$ cat src/rtl/riscv_types.sv
// riscv_types: shared L1 requester count, id width and memory request record.
package riscv_types;
  localparam int NUM_L1_REQUESTERS = 4;
  localparam int L1_ID_W = $clog2(NUM_L1_REQUESTERS);
  typedef struct packed {
    logic [31:0]        addr;
    logic               rnw;
    logic [31:0]        wdata;
    logic [L1_ID_W-1:0] id;
  } l1_mem_req_t;
endpackage

$ cat src/rtl/l1_id_fifo.sv
// l1_id_fifo: small FIFO of requester ids for in-order read returns.
module l1_id_fifo #(
  parameter int DEPTH = 4,
  parameter int WIDTH = 2,
  localparam int PTR_W = DEPTH > 1 ? $clog2(DEPTH) : 1,
  localparam int CW = $clog2(DEPTH + 1)
) (
  input  logic             clk,
  input  logic             rst,
  input  logic             push,
  input  logic [WIDTH-1:0] push_data,
  input  logic             pop,
  output logic [WIDTH-1:0] pop_data,
  output logic             full,
  output logic             empty,
  output logic [CW-1:0]    count
);
  logic [WIDTH-1:0] mem [DEPTH];
  logic [PTR_W-1:0] wr_ptr, rd_ptr;
  logic do_push, do_pop;
  assign full = count == CW'(DEPTH);
  assign empty = count == '0;
  assign do_pop = pop && !empty;
  assign do_push = push && (!full || do_pop);
  assign pop_data = mem[rd_ptr];
  always_ff @(posedge clk or posedge rst)
    if (rst) begin
      wr_ptr <= '0;
      rd_ptr <= '0;
      count <= '0;
    end else begin
      if (do_push) wr_ptr <= wr_ptr == PTR_W'(DEPTH - 1) ? '0 : wr_ptr + 1'b1;
      if (do_pop) rd_ptr <= rd_ptr == PTR_W'(DEPTH - 1) ? '0 : rd_ptr + 1'b1;
      count <= count + CW'(do_push) - CW'(do_pop);
    end
  always_ff @(posedge clk)
    if (do_push) mem[wr_ptr] <= push_data;
endmodule

$ cat src/rtl/l1_request_arbiter.sv
// l1_request_arbiter: round-robin arbiter of L1 requesters into one registered
// memory request slot, with in-order routing of read returns by requester id.
module l1_request_arbiter
  import riscv_types::*;
#(
  parameter int NUM_REQ = NUM_L1_REQUESTERS,
  parameter int RD_DEPTH = 4,
  localparam int ID_W = NUM_REQ > 1 ? $clog2(NUM_REQ) : 1,
  localparam int CW = $clog2(RD_DEPTH + 1)
) (
  input  logic                     clk,
  input  logic                     rst,
  input  logic [NUM_REQ-1:0]       req_valid,
  input  logic [NUM_REQ-1:0][31:0] req_addr,
  input  logic [NUM_REQ-1:0]       req_rnw,
  input  logic [NUM_REQ-1:0][31:0] req_wdata,
  output logic [NUM_REQ-1:0]       req_ack,
  output logic                     mem_req_valid,
  output logic [31:0]              mem_req_addr,
  output logic                     mem_req_rnw,
  output logic [31:0]              mem_req_wdata,
  output logic [ID_W-1:0]          mem_req_id,
  input  logic                     mem_req_ready,
  input  logic                     mem_rd_valid,
  input  logic [31:0]              mem_rd_data,
  output logic [NUM_REQ-1:0]       rd_valid,
  output logic [31:0]              rd_data,
  output logic                     protocol_error
);
  l1_mem_req_t slot;
  logic [ID_W-1:0] rr_ptr, grant_idx, head;
  logic [NUM_REQ-1:0] eligible;
  logic grant_found, capture, push, pop, fifo_full, fifo_empty;
  logic [CW-1:0] fifo_count;
  assign pop = mem_rd_valid && fifo_count != '0 && !rst;
  // A read may take the last FIFO entry when a return frees one this cycle.
  assign eligible = req_valid & (~req_rnw | {NUM_REQ{!fifo_full || pop}});
  always_comb begin
    grant_found = 1'b0;
    grant_idx = '0;
    for (int k = 0; k < NUM_REQ; k++)
      if (!grant_found && eligible[(int'(rr_ptr) + k) % NUM_REQ]) begin
        grant_found = 1'b1;
        grant_idx = ID_W'((int'(rr_ptr) + k) % NUM_REQ);
      end
  end
  assign capture = grant_found && (!mem_req_valid || mem_req_ready) && !rst;
  assign push = capture && req_rnw[grant_idx];
  assign req_ack = capture ? NUM_REQ'(1) << grant_idx : '0;
  assign rd_valid = pop ? NUM_REQ'(1) << head : '0;
  assign rd_data = mem_rd_data;
  assign mem_req_addr = slot.addr;
  assign mem_req_rnw = slot.rnw;
  assign mem_req_wdata = slot.wdata;
  assign mem_req_id = ID_W'(slot.id);
  always_ff @(posedge clk or posedge rst)
    if (rst) begin
      mem_req_valid <= 1'b0;
      rr_ptr <= '0;
      protocol_error <= 1'b0;
    end else begin
      if (capture) begin
        mem_req_valid <= 1'b1;
        rr_ptr <= grant_idx == ID_W'(NUM_REQ - 1) ? '0 : grant_idx + 1'b1;
      end else if (mem_req_ready) mem_req_valid <= 1'b0;
      if (mem_rd_valid && fifo_empty) protocol_error <= 1'b1;
    end
  always_ff @(posedge clk)
    if (capture) slot <= '{addr: req_addr[grant_idx], rnw: req_rnw[grant_idx],
                           wdata: req_wdata[grant_idx], id: L1_ID_W'(grant_idx)};
  l1_id_fifo #(.DEPTH(RD_DEPTH), .WIDTH(ID_W)) u_id_fifo (
    .clk(clk),
    .rst(rst),
    .push(push),
    .push_data(grant_idx),
    .pop(pop),
    .pop_data(head),
    .full(fifo_full),
    .empty(fifo_empty),
    .count(fifo_count)
  );
endmodule

$ cat config.mk
export PLATFORM = sky130hd
export DESIGN_NAME = l1_request_arbiter
export DESIGN_NICKNAME = d
export VERILOG_FILES = /design/src/rtl/riscv_types.sv /design/src/rtl/l1_id_fifo.sv /design/src/rtl/l1_request_arbiter.sv
export SDC_FILE = /design/constraint.sdc
export NUM_CORES = 1
export LEC_CHECK = 0
export BUFFER_PORTS_ARGS = -buffer_cell sky130_fd_sc_hd__buf_2
export CORE_AREA = 2 2 158 160
export DETAILED_ROUTE_END_ITERATION = 10
export DIE_AREA = 0 0 160 162
export HOLD_SLACK_MARGIN = 0.08
export SLEW_MARGIN = 10
export SYNTH_ARGS = -nofsm -noshare
export SYNTH_HDL_FRONTEND = slang
export SYNTH_SLANG_ARGS = --single-unit
$ cat constraint.sdc
create_clock -name clk -period 7.6 [get_ports clk]
set_clock_uncertainty 0.1 [all_clocks]
set_input_delay 0.38 -clock clk [delete_from_list [all_inputs] [get_ports clk]]
set_output_delay 0.38 -clock clk [all_outputs]
set_load 0.05 [all_outputs]
==> Word level (Yosys, flattened, before mapping) <==
Memories as Yosys holds them, arrays and structs flattened.
Index checks and enable logic that the tools add are counted.
{ "totals": {"ff_bits": 78, "ramBits": 8, "inputBits": 300, "output_inout_bits": 109, "elab_cells": 97, "memories": 1} }
{ "classes": {"add_sub_neg": 8, "order_cmp": 5, "eq_ne": 4, "n_shift": 2, "mux": 34, "bitwise": 6, "reduce_logical": 27} }
{ "memory_table": {"columns": ["memory", "depth", "word_bits", "rd", "rd_clocked_by_memory_dff", "write_ports", "line", "text"], "rows": [
  ["u_id_fifo.mem", 4, 2, 1, 0, 1, "l1_id_fifo.sv:18", "logic [WIDTH-1:0] mem [DEPTH];"]
]} }
{ "op_table": {"columns": ["operator", "count"], "rows": [
  ["$bmux W32 S2", 2],
  ["$mux W32", 2],
  ["$mux W1", 16],
  ["$mux W2", 7],
  ["$lt A3 B4 Y1 const B", 3],
  ["$logic_and A1 B1 Y1", 11],
  ["$bmux W1 S2", 5],
  ["$add A2 B1 Y2 const B", 4],
  ["$mux W4", 2],
  ["$shl A1 B2 Y4 const A", 2],
  ["$logic_not A1 Y1", 7],
  ["$eq A2 B2 Y1 const B", 3],
  ["$lt A2 B3 Y1 const B", 2],
  ["$reduce_or A2 Y1", 3],
  ["$add A2 B2 Y2 const B", 2],
  ["$and A4 B4 Y4", 1],
  ["$not A4 Y4", 1],
  ["$or A4 B4 Y4", 1],
  ["$add A3 B1 Y3", 1],
  ["$and A1 B1 Y1 const A", 3],
  ["$eq A3 B3 Y1 const B", 1],
  ["$logic_not A3 Y1", 1],
  ["$logic_or A1 B1 Y1", 3],
  ["$reduce_bool A3 Y1", 1],
  ["other kinds (2)", 2]
]} }

==> Logic depth before layout (Yosys ltp) <==
Gate-level depths: netlist of the first run.
{ "logic_depth": {"word_depth": 24, "ltp_mapped": 14, "ltp_nobuf": 11} }

==> Cells and area by module <==
From an unflattened synthesis of the first run, not the netlist that was laid out.
{ "unflattened": {"cells_unflattened": 424, "area_unflattened_um2": 5715.5} }
{ "modules_own_cells": {"columns": ["module", "n_inst", "cells_per_inst", "area_per_inst_um2", "seq_area_each_um2"], "rows": [
  ["l1_request_arbiter", 1, 376, 4958.5, 2112.0],
  ["l1_id_fifo", 1, 48, 757.0, 415.4]
]} }

==> Least setup slack after synthesis of the first run <==
Ideal clock, no wire load.
{ "synth_path": {"path_type": "register to register", "startpoint": "register u_id_fifo.count[1]", "endpoint": "register u_id_fifo.count[2]", "setup_ps": 123, "arrival_time_ps": 3511, "setup_slack_ps": 3866, "stages_incl_launch_ff": 14, "n_path_buf": 3, "period_less_slack_ps": 3734, "path_cell_list": "dfrtp_1 or2_4 buf_6 o31ai_4 a41oi_2 and2_1 clkbuf_2 a21boi_0 and3_1 buf_6 ha_1 fa_1 xnor2_1 xnor2_1"} }
{ "synth_via": {"elab_chain_cells": 24, "word_cells_on_any_way": 45, "classes_between": "2 x add/sub; 1 x eq/ne; 21 x mux; 2 x bitwise; 19 x reduce/logical"} }
{ "synth_rtl": {"columns": ["element", "line", "text"], "rows": [
  ["start: declaration", "l1_id_fifo.sv:16", "output logic [CW-1:0] count"],
  ["start signal: assignment", "l1_id_fifo.sv:34", "count <= count + CW'(do_push) - CW'(do_pop);"],
  ["$reduce_bool A3 Y1", "l1_request_arbiter.sv:35", "assign pop = mem_rd_valid && fifo_count != '0 && !rst;"],
  ["$logic_and A1 B1 Y1 (2 in series)", "l1_request_arbiter.sv:35", null],
  ["$logic_or A1 B1 Y1 *", "l1_request_arbiter.sv:37", "assign eligible = req_valid & (~req_rnw | {NUM_REQ{!fifo_full || pop}});"],
  ["$or A4 B4 Y4 *", "l1_request_arbiter.sv:37", null],
  ["$and A4 B4 Y4 *", "l1_request_arbiter.sv:37", null],
  ["$bmux W1 S2", "l1_request_arbiter.sv:42", "if (!grant_found && eligible[(int'(rr_ptr) + k) % NUM_REQ]) begin"],
  ["$mux W1 (implied by the code)", "l1_request_arbiter.sv:42", null],
  ["$mux W1", "l1_request_arbiter.sv:42", null],
  ["[8 not listed]", null, null],
  ["$mux W1 *", "l1_request_arbiter.sv:42", null],
  ["$logic_and A1 B1 Y1 * (2 in series)", "l1_request_arbiter.sv:47", "assign capture = grant_found && (!mem_req_valid || mem_req_ready) && !rst;"],
  ["via capture", "l1_request_arbiter.sv:33", "logic grant_found, capture, push, pop, fifo_full, fifo_empty;"],
  ["$logic_and A1 B1 Y1 *", "l1_request_arbiter.sv:48", "assign push = capture && req_rnw[grant_idx];"],
  ["$logic_and A1 B1 Y1 *", "l1_id_fifo.sv:24", "assign do_push = push && (!full || do_pop);"],
  ["via u_id_fifo.do_push", "l1_id_fifo.sv:20", "logic do_push, do_pop;"],
  ["$add A3 B1 Y3 *", "l1_id_fifo.sv:34", null],
  ["$sub A3 B1 Y3 *", "l1_id_fifo.sv:34", null]
]} }
Mark *: on every way through the listed nets, which the timed path passes. The rest lies on a longest branch. The select of a mux whose other input is x is not followed.
A chain may end at the register's enable or synchronous reset.

==> Worst setup path after layout of the first run <==
{ "layout_path": {"startpoint": "input rst", "endpoint": "register u_id_fifo.count[2]"} }
{ "layout_via": {"elab_chain_cells": 23, "word_cells_on_any_way": 40, "classes_between": "2 x add/sub; 21 x mux; 2 x bitwise; 15 x reduce/logical"} }
{ "layout_rtl": {"columns": ["element", "line", "text"], "rows": [
  ["start: declaration", "l1_request_arbiter.sv:12", "input logic rst,"],
  ["$logic_not A1 Y1 (no source line) *", null, null],
  ["$logic_and A1 B1 Y1", "l1_request_arbiter.sv:35", null],
  ["$logic_or A1 B1 Y1", "l1_request_arbiter.sv:37", null],
  ["$or A4 B4 Y4", "l1_request_arbiter.sv:37", null],
  ["$and A4 B4 Y4", "l1_request_arbiter.sv:37", null],
  ["$bmux W1 S2", "l1_request_arbiter.sv:42", null],
  ["$mux W1 (implied by the code)", "l1_request_arbiter.sv:42", null],
  ["$mux W1", "l1_request_arbiter.sv:42", null],
  ["[7 not listed]", null, null],
  ["$logic_and A1 B1 Y1", "l1_request_arbiter.sv:42", null],
  ["$mux W2 / $mux W1 (equally long branches)", "l1_request_arbiter.sv:42", null],
  ["$bmux W1 S2 / $logic_and A1 B1 Y1 (equally long branches)", "l1_request_arbiter.sv:48, l1_request_arbiter.sv:47", null],
  ["$mux W1 (implied by the code) / $logic_and A1 B1 Y1 (equally long branches)", "l1_request_arbiter.sv:48, l1_request_arbiter.sv:47", null],
  ["$logic_and A1 B1 Y1", "l1_request_arbiter.sv:48", null],
  ["$logic_and A1 B1 Y1", "l1_id_fifo.sv:24", null],
  ["$add A3 B1 Y3", "l1_id_fifo.sv:34", null],
  ["$sub A3 B1 Y3 *", "l1_id_fifo.sv:34", null]
]} }
Mark *: on every way between the ends. The rest lies on a longest branch, timed or not. The select of a mux whose other input is x is not followed.

==> results of run 1 <==
==> stage by stage <==
step,hold slack (ns),cells
global route,0.172,1257
detailed placement,0.349,1240
floorplan,0.132,646
global placement,0.343,1240
CTS,0.160,1257
finish,0.179,1257
==> state kept, by name (all words and copies together), names as in the netlist <==
name	flops
mem_req_rnw	1
mem_req_addr	32
u_id_fifo.wr_ptr	2
mem_req_wdata	32
protocol_error	1
u_id_fifo.count	3
u_id_fifo.mem	8
rr_ptr	2
u_id_fifo.rd_ptr	2
mem_req_valid	1
mem_req_id	2
==> power by group <==
group | internal (W) | switching, W
clock network | 0.000250 | 0.000191
registers | 0.000723 | 0.0000605
logic | 0.000456 | 0.00103
==> worst min-delay path by stage <==
stage / startpoint / endpoint / slack [ns] / cells past startpoint
2_1_floorplan: rst / mem_req_valid$_DFFE_PP0P_ / 0.13 / 1
3_3_place_gp: protocol_error$_DFFE_PP0P_ / protocol_error$_DFFE_PP0P_ / 0.34 / 1
3_5_place_dp: rst / rr_ptr[1]$_DFFE_PP0P_ / 0.35 / 2
4_1_cts: mem_rd_valid / protocol_error$_DFFE_PP0P_ / 0.16 / 2
5_1_grt: mem_rd_valid / protocol_error$_DFFE_PP0P_ / 0.17 / 2
6_report: mem_rd_valid / protocol_error$_DFFE_PP0P_ / 0.18 / 2
==> synthesized netlist by cell type (all sizes together), types with 2 or more instances <==
cell / instances
nand2: 267
edfxtp: 75
and3: 70
a31oi: 65
buf: 59
clkbuf: 21
inv: 13
dfrtp: 11
ha: 11
nor2: 7
and2: 6
o21ai: 5
nand3: 4
o31ai: 4
mux2: 3
a21o: 2
mux4: 2
nor3: 2
o31a: 2
xnor2: 2
==> cell families (layout without fill, tap and decap cells) <==
logic type | Yosys count | in the layout | synth area share (%)
AND/OR/NAND/NOR | 360 | 360 | 28.4
XOR/XNOR | 2 | 2 | 0.318
adder cells (fa/ha/maj) | 12 | 12 | 2.86
flip-flops | 86 | 86 | 45.9
AO/OA/AOI/OAI | 88 | 88 | 11.4
buffers and inverters | 93 | 380 | 9.52
multiplexers | 5 | 5 | 1.57
==> per-layer routing <==
layer / up-vias / track usage (%) / part of all wire [%]
met4: 0 / 6.14 / 3.0
met1: 2604 / 17.4 / 42
met2: 257 / 25.2 / 49
li1: 2757 / - / -
met5: - / 0 / 0
met3: 50 / 2.81 / 6.1
==> repair_timing <==
item / CTS / global route
hold buffers: 1 / 0
setup endpoints to repair: 0 / 0
hold endpoints to repair: 11 / 0
==> final cells by class <==
class                   count  area [um^2]
multi-input cells         467         2470
well taps                 324          405
clock buffers              13          272
inverters                  13         51.3
repair buffers            351         1780
clock inverters             3         16.3
flip-flops and latches     86         2530
fillers                  2623        16600
==> impl_results.md, run 1 <==
* DRC violation total after the first TritonRoute iteration at 444
* Destination of the worst register-to-register timing path: u_id_fifo.count[2]$_DFF_PP0_
* Synthesis-stage register bit count at 86
* Stages on worst setup path at 13
* Maximum clock path buffer count at 2
* Power consumption at roughly 0.0027 W
* Largest cells by area after synthesis: sky130_fd_sc_hd__edfxtp_1 (41%), sky130_fd_sc_hd__nand2_1 (18%), sky130_fd_sc_hd__and3_1 (8.0%), sky130_fd_sc_hd__a31oi_1 (7.4%), sky130_fd_sc_hd__dfrtp_1 (5.0%)
* Worst setup slack for register-to-register paths at roughly 3.6 ns
* Cell Chain, Critical Path: dlygate4sd3_1, buf_2, nor2b_1, o31ai_2, mux2_2, o22a_4, inv_4, nand3_1, and3_1, ha_1, fa_1, xnor2_1, xnor2_1
* Share of async-settable or async-resettable flops after synthesis at around 13%
* Startpoint of the lowest-slack register-to-register path: u_id_fifo.count[1]$_DFF_PP0_
* Fin Setup TNS at 0 ns
* Synthesized netlist cell count at about 650
* Arrival time reported for the critical path endpoint at about 4.9 ns
* Post-route clock period utilization at between 60 and 70%
* Placement-stage cell area at about 7200 um^2
* Post-route minimum period at 4.75 ns
* Delay of the slowest cell on the worst path at a little over 0.7 ns
* Initial core utilization at between 20 and 25%
* CTS tree: done
* Via count of the first global-routing pass at around 5400
* Via-to-Cell Ratio at 4.51
* Count of cell types in the netlist at 44
* Critical path data required time at ~7.8 ns
* Global-route usage over all layers at ~14%
* Total wire length after detailed routing at ~20 mm
* Clock latency on the worst-skew pair at approximately 0.34 ns
* 1st-pass router iterations at 4
* Max-Slew Margin vs Limit at 33.6%
* Diodes inserted at 0
* Setup repair after global routing missed its margin: false
* Critical path launch point type: primary input
* Sequential cell area fraction in the yosys report at between 40% and 50%
* Run status: finished, final reports clean
* Sinks on the clock net at 86
* Maximum number of pins on one net before global-route repair at 82
* Leftover overflow at the end of global routing at 0
* Post-synthesis average cell area at approximately 8.5 um^2
* Post-layout net count at between 1000 and 1500
* Power Dens Cells at about 360 nW/um^2
* Final Instance Area at around 7500 um^2
* Most used DFF post-synth: sky130_fd_sc_hd__edfxtp_1
* Width of the chip at 160 um
* Minimum setup slack after placement at 3.01 ns
* Chip Height at roughly 160 um
* Slowest-stage cell, CP: sky130_fd_sc_hd__nor2b_1
* Clock transition time at the flip-flop clock pins of the worst setup and hold paths at 0.07 ns
* Initial antenna violation count at 0
* Share of final-layout standard cells stronger than drive strength 1 at 40.7%
* Launch point of the worst path: rst
* Row count at 57
* Commonest cells after routing, fill and taps aside: sky130_fd_sc_hd__buf_2 (344), sky130_fd_sc_hd__nand2_1 (267), sky130_fd_sc_hd__edfxtp_1 (75), sky130_fd_sc_hd__and3_1 (70), sky130_fd_sc_hd__a31oi_1 (65)
* Post-CTS Setup Repair Bufs at 0
* Critical path's most frequent cell: sky130_fd_sc_hd__xnor2_1
* Critical path destination: u_id_fifo.count[2]$_DFF_PP0_
* Number of design rule violations left after detail routing at 0
* Most common library cell in the layout ignoring fill and taps: sky130_fd_sc_hd__buf_2
* Final setup violation count at 0
* Number of nets with antenna violations after routing at 0
* Synth Warn # at 0
* FMAX at ~0.21 GHz
* Largest fanout on the critical path at 81
* Core footprint at approximately 24000 um^2
* # IOs at between 400 and 500
* Post-DR wirelength/cell at around 16 um
* Total CTS buffers at 9
* Vias after detailed routing at roughly 5700
* Capturing element type of the critical path: register
* Top delay family on crit path: buffers and inverters
* Placer's final routability congestion estimate at about 0.81
* Buffers and inverters on the worst path at 3
* Max cap viols at 0
* Synth-to-Final Area Change at 36.6%
* Worst ir drop on vdd at 109 uV
* Wire length of the first global-routing pass at between 20 and 30 mm
* Post-detailed-placement half-perimeter wirelength at 14.8 mm
* Post-layout util at 31.2%
* Depth of the worst register-to-register path at 11
* Slew at the pin closest to its max-slew limit at 0.996 ns
* Final Hold Violating Endpoints at 0
* EDFF count, synth at between 70 and 80
* Kind of path behind the tightest hold check: in2reg
* Cell at the root of the clock tree: sky130_fd_sc_hd__clkbuf_16
* Maximum level of the CTS H-tree at 3
* IO Port Bufs at between 300 and 400
* Post-CTS Resized at 0
* Share of Yosys cell area claimed by the top area cell type at between 40% and 50%
* Smallest setup slack after layout at about 2.8 ns
* Die Outline Area at 25900 um^2
* Leak at roughly 3.7 nW
* Final Slew Violations at 0
* Synth Cell Area at 5500 um^2
* Net count after synthesis at 958
* Largest area contributor in the netlist: sky130_fd_sc_hd__edfxtp_1
* Critical path start-end classification: in2reg
Power figures use the tool's default switching activity.
==> inputs of run 2 (changes only) <==
--- a/config.mk
+++ b/config.mk
@@ -5,10 +5,11 @@
 export SDC_FILE = /design/constraint.sdc
 export NUM_CORES = 1
 export LEC_CHECK = 0
+export ABC_AREA = 1
 export BUFFER_PORTS_ARGS = -buffer_cell sky130_fd_sc_hd__buf_2
-export CORE_AREA = 2 2 158 160
+export CORE_AREA = 2 2 160 162
 export DETAILED_ROUTE_END_ITERATION = 10
-export DIE_AREA = 0 0 160 162
+export DIE_AREA = 0 0 162 164
 export HOLD_SLACK_MARGIN = 0.08
 export SLEW_MARGIN = 10
 export SYNTH_ARGS = -nofsm -noshare
==> constraint.sdc (replaced) <==
create_clock -name clk -period 4.65 [get_ports clk]
set_clock_uncertainty 0.1 [all_clocks]
set_input_delay 0.2325 -clock clk [delete_from_list [all_inputs] [get_ports clk]]
set_output_delay 0.2325 -clock clk [all_outputs]
set_load 0.05 [all_outputs]
==> impl_results.md, run 2 <==
* Delay of the slowest cell on the worst path at 0.63 ns
* Via-to-Cell Ratio at 4.32
* Capturing element type of the critical path: output port
* Synthesized netlist cell count at a little over 700
* Layout Cells excl Fill at between 1000 and 1500
* Final Slew Violations at 0
* Row count at slightly below 60
* EDFF count, synth at 75
* Via count of the first global-routing pass at ~5400
* Post-detailed-placement half-perimeter wirelength at roughly 15 mm
* Wire length of the first global-routing pass at around 29 mm
* Post-route clock period utilization at between 80% and 90%
* FMAX at approximately 0.25 GHz
* Destination of the worst register-to-register timing path: u_id_fifo.count[2]$_DFF_PP0_
* Maximum number of pins on one net before global-route repair at approximately 130
* Slowest-stage cell, CP: sky130_fd_sc_hd__buf_4
* Critical path launch point type: primary input
* Slew at the pin closest to its max-slew limit at ~1 ns
* Commonest cells after routing, fill and taps aside: sky130_fd_sc_hd__buf_2 (344), sky130_fd_sc_hd__a21oi_1 (118), sky130_fd_sc_hd__nand2_1 (106), sky130_fd_sc_hd__inv_1 (93)
* IO Port Bufs at roughly 340
* Critical path destination: req_ack[2]
* Share of async-settable or async-resettable flops after synthesis at about an eighth
* Minimum setup slack after placement at 1.08 ns
* Synth-to-Final Area Change at 33.6%
* Total CTS buffers at 9
* Count of cell types in the netlist at 31
* 1st-pass router iterations at 4
* Top-count cell post-synth: sky130_fd_sc_hd__a21oi_1
* Depth of the worst register-to-register path at 15
* Stages on worst setup path at 17
* Sinks on the clock net at 86
* Critical path start-end classification: in2out
* Max cap viols at 0
* Share of Yosys cell area claimed by the top area cell type at ~38%
* Initial core utilization at between 20 and 25%
* Kind of path behind the tightest hold check: in2reg
* Share of final-layout standard cells stronger than drive strength 1 at between 40% and 50%
* Critical path data required time at between 4 and 5 ns
* Post-route minimum period at just over 4 ns
* Cell at the root of the clock tree: sky130_fd_sc_hd__clkbuf_16
* Global-route usage over all layers at 13.9%
* Maximum clock path buffer count at 2
* Post-DR wirelength/cell at 14.8 um
* # IOs at a little over 400
* Chip Height at 164 um
* Max-Slew Margin vs Limit at 33.4%
* Area of the multi-input gates at approximately 2600 um^2
* Final Hold Violating Endpoints at 0
* Placer's final routability congestion estimate at approximately 0.86
* Synth Cell Area at between 5000 and 6000 um^2
* Die Outline Area at roughly 27000 um^2
* Leftover overflow at the end of global routing at 0
* Post-CTS Setup Repair Bufs at 0
* Setup repair after global routing missed its margin: false
* Post-layout net count at ~1300
* Clock latency on the worst-skew pair at between 0.3 and 0.4 ns
* Worst setup slack for register-to-register paths at ~1.3 ns
* Synthesis-stage register bit count at 86
* Filler Cells Inserted at roughly 2700
* Vias after detailed routing at between 5000 and 6000
* Clock transition time at the flip-flop clock pins of the worst setup and hold paths at around 0.07 ns
* Synth Warn # at 0
* Most common library cells after synthesis: sky130_fd_sc_hd__a21oi_1 (118), sky130_fd_sc_hd__nand2_1 (106), sky130_fd_sc_hd__inv_1 (93)
* Number of nets with antenna violations after routing at 0
* Total wire length after detailed routing at a little under 20 mm
* Maximum level of the CTS H-tree at 3
* Sequential cell area at 2530 um^2
* Post-synthesis average cell area at around 8.5 um^2
* Sequential cell area fraction in the yosys report at 42.2%
* Final setup violation count at 0
* Run status: finished, final reports clean
* Width of the chip at roughly 160 um
* DRC violation total after the first TritonRoute iteration at 248
* Core footprint at 24800 um^2
* Startpoint of the lowest-slack register-to-register path: u_id_fifo.count[1]$_DFF_PP0_
* Buffers and inverters on the worst path at 7
* Largest fanout on the critical path at 81
* CTS tree: done
* Most used DFF post-synth: sky130_fd_sc_hd__edfxtp_1
* Initial antenna violation count at 1
* Largest area contributor in the netlist: sky130_fd_sc_hd__edfxtp_1
* Number of design rule violations left after detail routing at 0
* Cell Chain, Critical Path: dlygate4sd3_1, buf_2, inv_1, buf_4, nand2_1, nand4_1, nand3_1, nand3_1, nand2_2, nand2_1, nand3_2, nand3_4, buf_4, ha_1, inv_1, nor2_1, buf_2
* Net count after synthesis at between 1000 and 1500
* Launch point of the worst path: rst
* Largest cells by area after synthesis: sky130_fd_sc_hd__edfxtp_1 (38%), sky130_fd_sc_hd__a21oi_2 (11%), sky130_fd_sc_hd__a21oi_1 (9.9%), sky130_fd_sc_hd__nand2_1 (6.6%), sky130_fd_sc_hd__inv_1 (5.8%)
* Arrival time reported for the critical path endpoint at approximately 3.7 ns
* Top delay family on crit path: buffers and inverters
* Cell count after placement at between 1000 and 1500
* Most common library cell in the layout ignoring fill and taps: sky130_fd_sc_hd__buf_2
* Smallest setup slack after layout at approximately 0.62 ns
* Fin Setup TNS at 0 ns
[run 2: changes by cell type after synthesis, moves of 22 or more]
cell	change
sky130_fd_sc_hd__nand3_1	+22
sky130_fd_sc_hd__a21oi_1	+118
sky130_fd_sc_hd__inv_1	+82
sky130_fd_sc_hd__nand2_1	-161
sky130_fd_sc_hd__a31oi_1	-65
sky130_fd_sc_hd__and3_1	-70
sky130_fd_sc_hd__o21ai_0	+65
sky130_fd_sc_hd__a21oi_2	+75
[run 2: worst min-delay path by stage]
stage,start,end,slack (ns),depth (start not counted)
6_report,req_addr[21],mem_req_addr[21]$_DFFE_PP_,0.13,3
5_1_grt,req_addr[9],mem_req_addr[9]$_DFFE_PP_,0.12,3
4_1_cts,req_addr[21],mem_req_addr[21]$_DFFE_PP_,0.10,3
3_5_place_dp,rst,protocol_error$_DFFE_PP0P_,0.13,3
3_3_place_gp,rst,protocol_error$_DFFE_PP0P_,0.14,3
2_1_floorplan,rst,mem_req_valid$_DFFE_PP0P_,0.001,1
[run 2: cell families after synthesis]
logic type	after synthesis	share of synthesized area, %
AO/OA/AOI/OAI	264	27.1
buffers and inverters	172	15.1
AND/OR/NAND/NOR	168	12.4
flip-flops	86	42.2
adder cells (fa/ha/maj)	12	2.63
XOR/XNOR	3	0.565
[run 2: timing repair]
item / CTS / global route
endpoints found under the hold margin: 13 / 0
resized for setup: 0 / 0
hold buffers: 3 / 0
[run 2: tightest hold or removal path: stages]
cell and delay (ns):
sky130_fd_sc_hd__buf_2 0.08, sky130_fd_sc_hd__a21oi_1 0.06, sky130_fd_sc_hd__a21oi_2 0.09
[run 2: area by class of cell]
cell class | instances | area share (%)
Inverter | 96 | 4.55
Clock buffer | 11 | 3.30
Multi-Input combinational cell | 447 | 32.0
Sequential cell | 86 | 31.6
Clock inverter | 5 | 0.548
Antenna cell | 1 | 0.0313
Tap cell | 330 | 5.16
Timing Repair Buffer | 353 | 22.8
[run 2: metal layers]
layer,track usage [%],up-vias,wire (um)
met4,4.95,0,431
met5,0,-,0
met1,16.6,2566,8080
li1,-,2929,-
met3,3.23,40,1160
met2,24.4,204,9950
[run 2: through the flow]
step                util [%]  instance area [um^2]  hold slack, ns
detailed placement      30.8                  7650           0.135
global placement        30.8                  7650           0.140
finish                  32.2                  8000           0.126
CTS                     32.2                  7990           0.102
global route            32.2                  8000           0.122
floorplan                  -                  5980         0.00133
Power of run 2 is left out: the tool's default activity adds up to more than one toggle a clock period on the data nets, which glitch-free logic cannot reach.
==> inputs of run 3 (changes only) <==
==> constraint.sdc (replaced) <==
create_clock -name clk -period 4.65 [get_ports clk]
set_clock_uncertainty 0.1 [all_clocks]
set_input_delay 0.6975 -clock clk [delete_from_list [all_inputs] [get_ports clk]]
set_output_delay 0.6975 -clock clk [all_outputs]
set_load 0.05 [all_outputs]
==> impl_results.md, run 3 (synthesis gave the netlist of run 2 again) <==
* Run status: finished, final reports clean
* Leftover overflow at the end of global routing at 0
* IO Port Bufs at 344
* Post-CTS Resized at 0
* Synth-to-Final Area Change at 33.0%
* Via count of the first global-routing pass at about 5300
* Depth of the worst register-to-register path at 16
* Final setup violation count at 0
* Initial antenna violation count at 0
* Delay of the slowest cell on the worst path at approximately 0.32 ns
* Die Outline Area at around 27000 um^2
* Cell Chain, Critical Path: buf_2, nand2_1, nand4_1, nand3_1, nand2_2, o21ai_4, nand4_1, nand3_1, nand2_4, inv_1, ha_1, inv_1, nor2_1, buf_2
* Width of the chip at between 150 and 200 um
* Row count at 58
* Post-layout net count at ~1300
* Final Slew Violations at 0
* Maximum number of pins on one net before global-route repair at approximately 110
* 1st-pass router iterations at 5
* Post-detailed-placement half-perimeter wirelength at ~15 mm
* GR met1 Demand/Resource at roughly 17%
* Slew at the pin closest to its max-slew limit at ~1.0 ns
* Met3 Usage GRT at roughly 2.8%
* Post-CTS Setup Repair Bufs at 0
* Worst setup slack for register-to-register paths at 1.24 ns
* Commonest cells after routing, fill and taps aside: sky130_fd_sc_hd__buf_2 (344), sky130_fd_sc_hd__a21oi_1 (118), sky130_fd_sc_hd__nand2_1 (106), sky130_fd_sc_hd__inv_1 (93)
* Maximum level of the CTS H-tree at 3
* Share of final-layout standard cells stronger than drive strength 1 at between 40% and 50%
* Most common library cell in the layout ignoring fill and taps: sky130_fd_sc_hd__buf_2
* Number of nets with antenna violations after routing at 0
* DRC violation total after the first TritonRoute iteration at ~350
* Via-to-Cell Ratio at roughly 4.4
* Post-DR wirelength/cell at about 15 um
* # IOs at around 400
* Slowest-stage cell, CP: sky130_fd_sc_hd__inv_1
* Fin Setup TNS at 0 ns
* Arrival time reported for the critical path endpoint at 3.03 ns
* Diodes inserted at 0
* Capturing element type of the critical path: output port
* Total CTS buffers at 9
* Global-route usage over all layers at between 10 and 15%
* Chip Height at 164 um
* Final Hold Violating Endpoints at 0
* CTS tree: done
* Critical path start-end classification: in2out
* Setup repair after global routing missed its margin: false
* Largest fanout on the critical path at 31
* Vias after detailed routing at 5776
* Placer's final routability congestion estimate at ~0.8
* Filler Cells Inserted at between 2000 and 3000
* Sinks on the clock net at 86
* Wire length of the first global-routing pass at 28.6 mm
* Fraction of met2 tracks used by global routing at between 20% and 30%
* Maximum clock path buffer count at 2
* Critical path data required time at 3.85 ns
* Post-route minimum period at roughly 3.8 ns
* Max cap viols at 0
* Critical path launch point type: primary input
* Most heavily used metal layer in global routing: met2
* Cell at the root of the clock tree: sky130_fd_sc_hd__clkbuf_16
* Number of design rule violations left after detail routing at 0
* FMAX at 0.261 GHz
* Clock transition time at the flip-flop clock pins of the worst setup and hold paths at roughly 0.070 ns
* Core footprint at about 25000 um^2
* Initial core utilization at about 24%
* Post-route clock period utilization at approximately 82%
* Max-Slew Margin vs Limit at roughly a third
* Count of hold buffers inserted by post-cts repair at 0
* Clock latency on the worst-skew pair at around 0.34 ns
* Kind of path behind the tightest hold check: in2async
* Total wire length after detailed routing at 19.6 mm
-- run 3: final cells by class --
| cell class | instances | area, um^2 | area share, % |
|---|---|---|---|
| Tap cell | 330 | 413 | 5.19 |
| Multi-Input combinational cell | 447 | 2560 | 32.1 |
| Timing Repair Buffer | 352 | 1790 | 22.5 |
| Clock inverter | 7 | 77.6 | 0.975 |
| Clock buffer | 9 | 225 | 2.83 |
| Inverter | 96 | 364 | 4.57 |
| Sequential cell | 86 | 2530 | 31.8 |
-- run 3: worst paths after layout --
check                                                   from                               to
worst min register to register    protocol_error$_DFFE_PP0P_       protocol_error$_DFFE_PP0P_
worst min-delay path                                     rst       protocol_error$_DFFE_PP0P_
worst max-delay path                            mem_rd_valid                       req_ack[3]
max in group asynchronous                                rst  u_id_fifo.rd_ptr[0]$_DFFE_PP0P_
min in group clk                  protocol_error$_DFFE_PP0P_       protocol_error$_DFFE_PP0P_
worst max register to register  u_id_fifo.count[1]$_DFF_PP0_     u_id_fifo.count[2]$_DFF_PP0_
-- run 3: metal layers --
| metal | part of all wire, % | routed length [um] |
|---|---|---|
| met1 | 42 | 8170 |
| met2 | 50 | 9880 |
| met3 | 5.6 | 1090 |
| met4 | 2.3 | 456 |
| met5 | 0 | 0 |
-- run 3: through the flow --
stage	setup slack [ns]	utilization, %	hold slack, ns	cell area [um^2]	std cells
global route	0.580	32.1	0.276	7960	1327
global placement	0.863	30.9	0.343	7660	1311
finish	0.824	32.1	0.255	7960	1327
CTS	0.779	32.1	0.243	7960	1327
detailed placement	0.779	30.9	0.343	7660	1311
floorplan	0.758	-	0.392	5980	705
-- run 3: worst max-delay path: cells and delay by family --
family	cells	cell delay (ns)
AO/OA/AOI/OAI	1	0.19
AND/OR/NAND/NOR	8	1.16
buffers and inverters	4	0.76
adder cells (fa/ha/maj)	1	0.20
Power of run 3 is left out for the same reason.
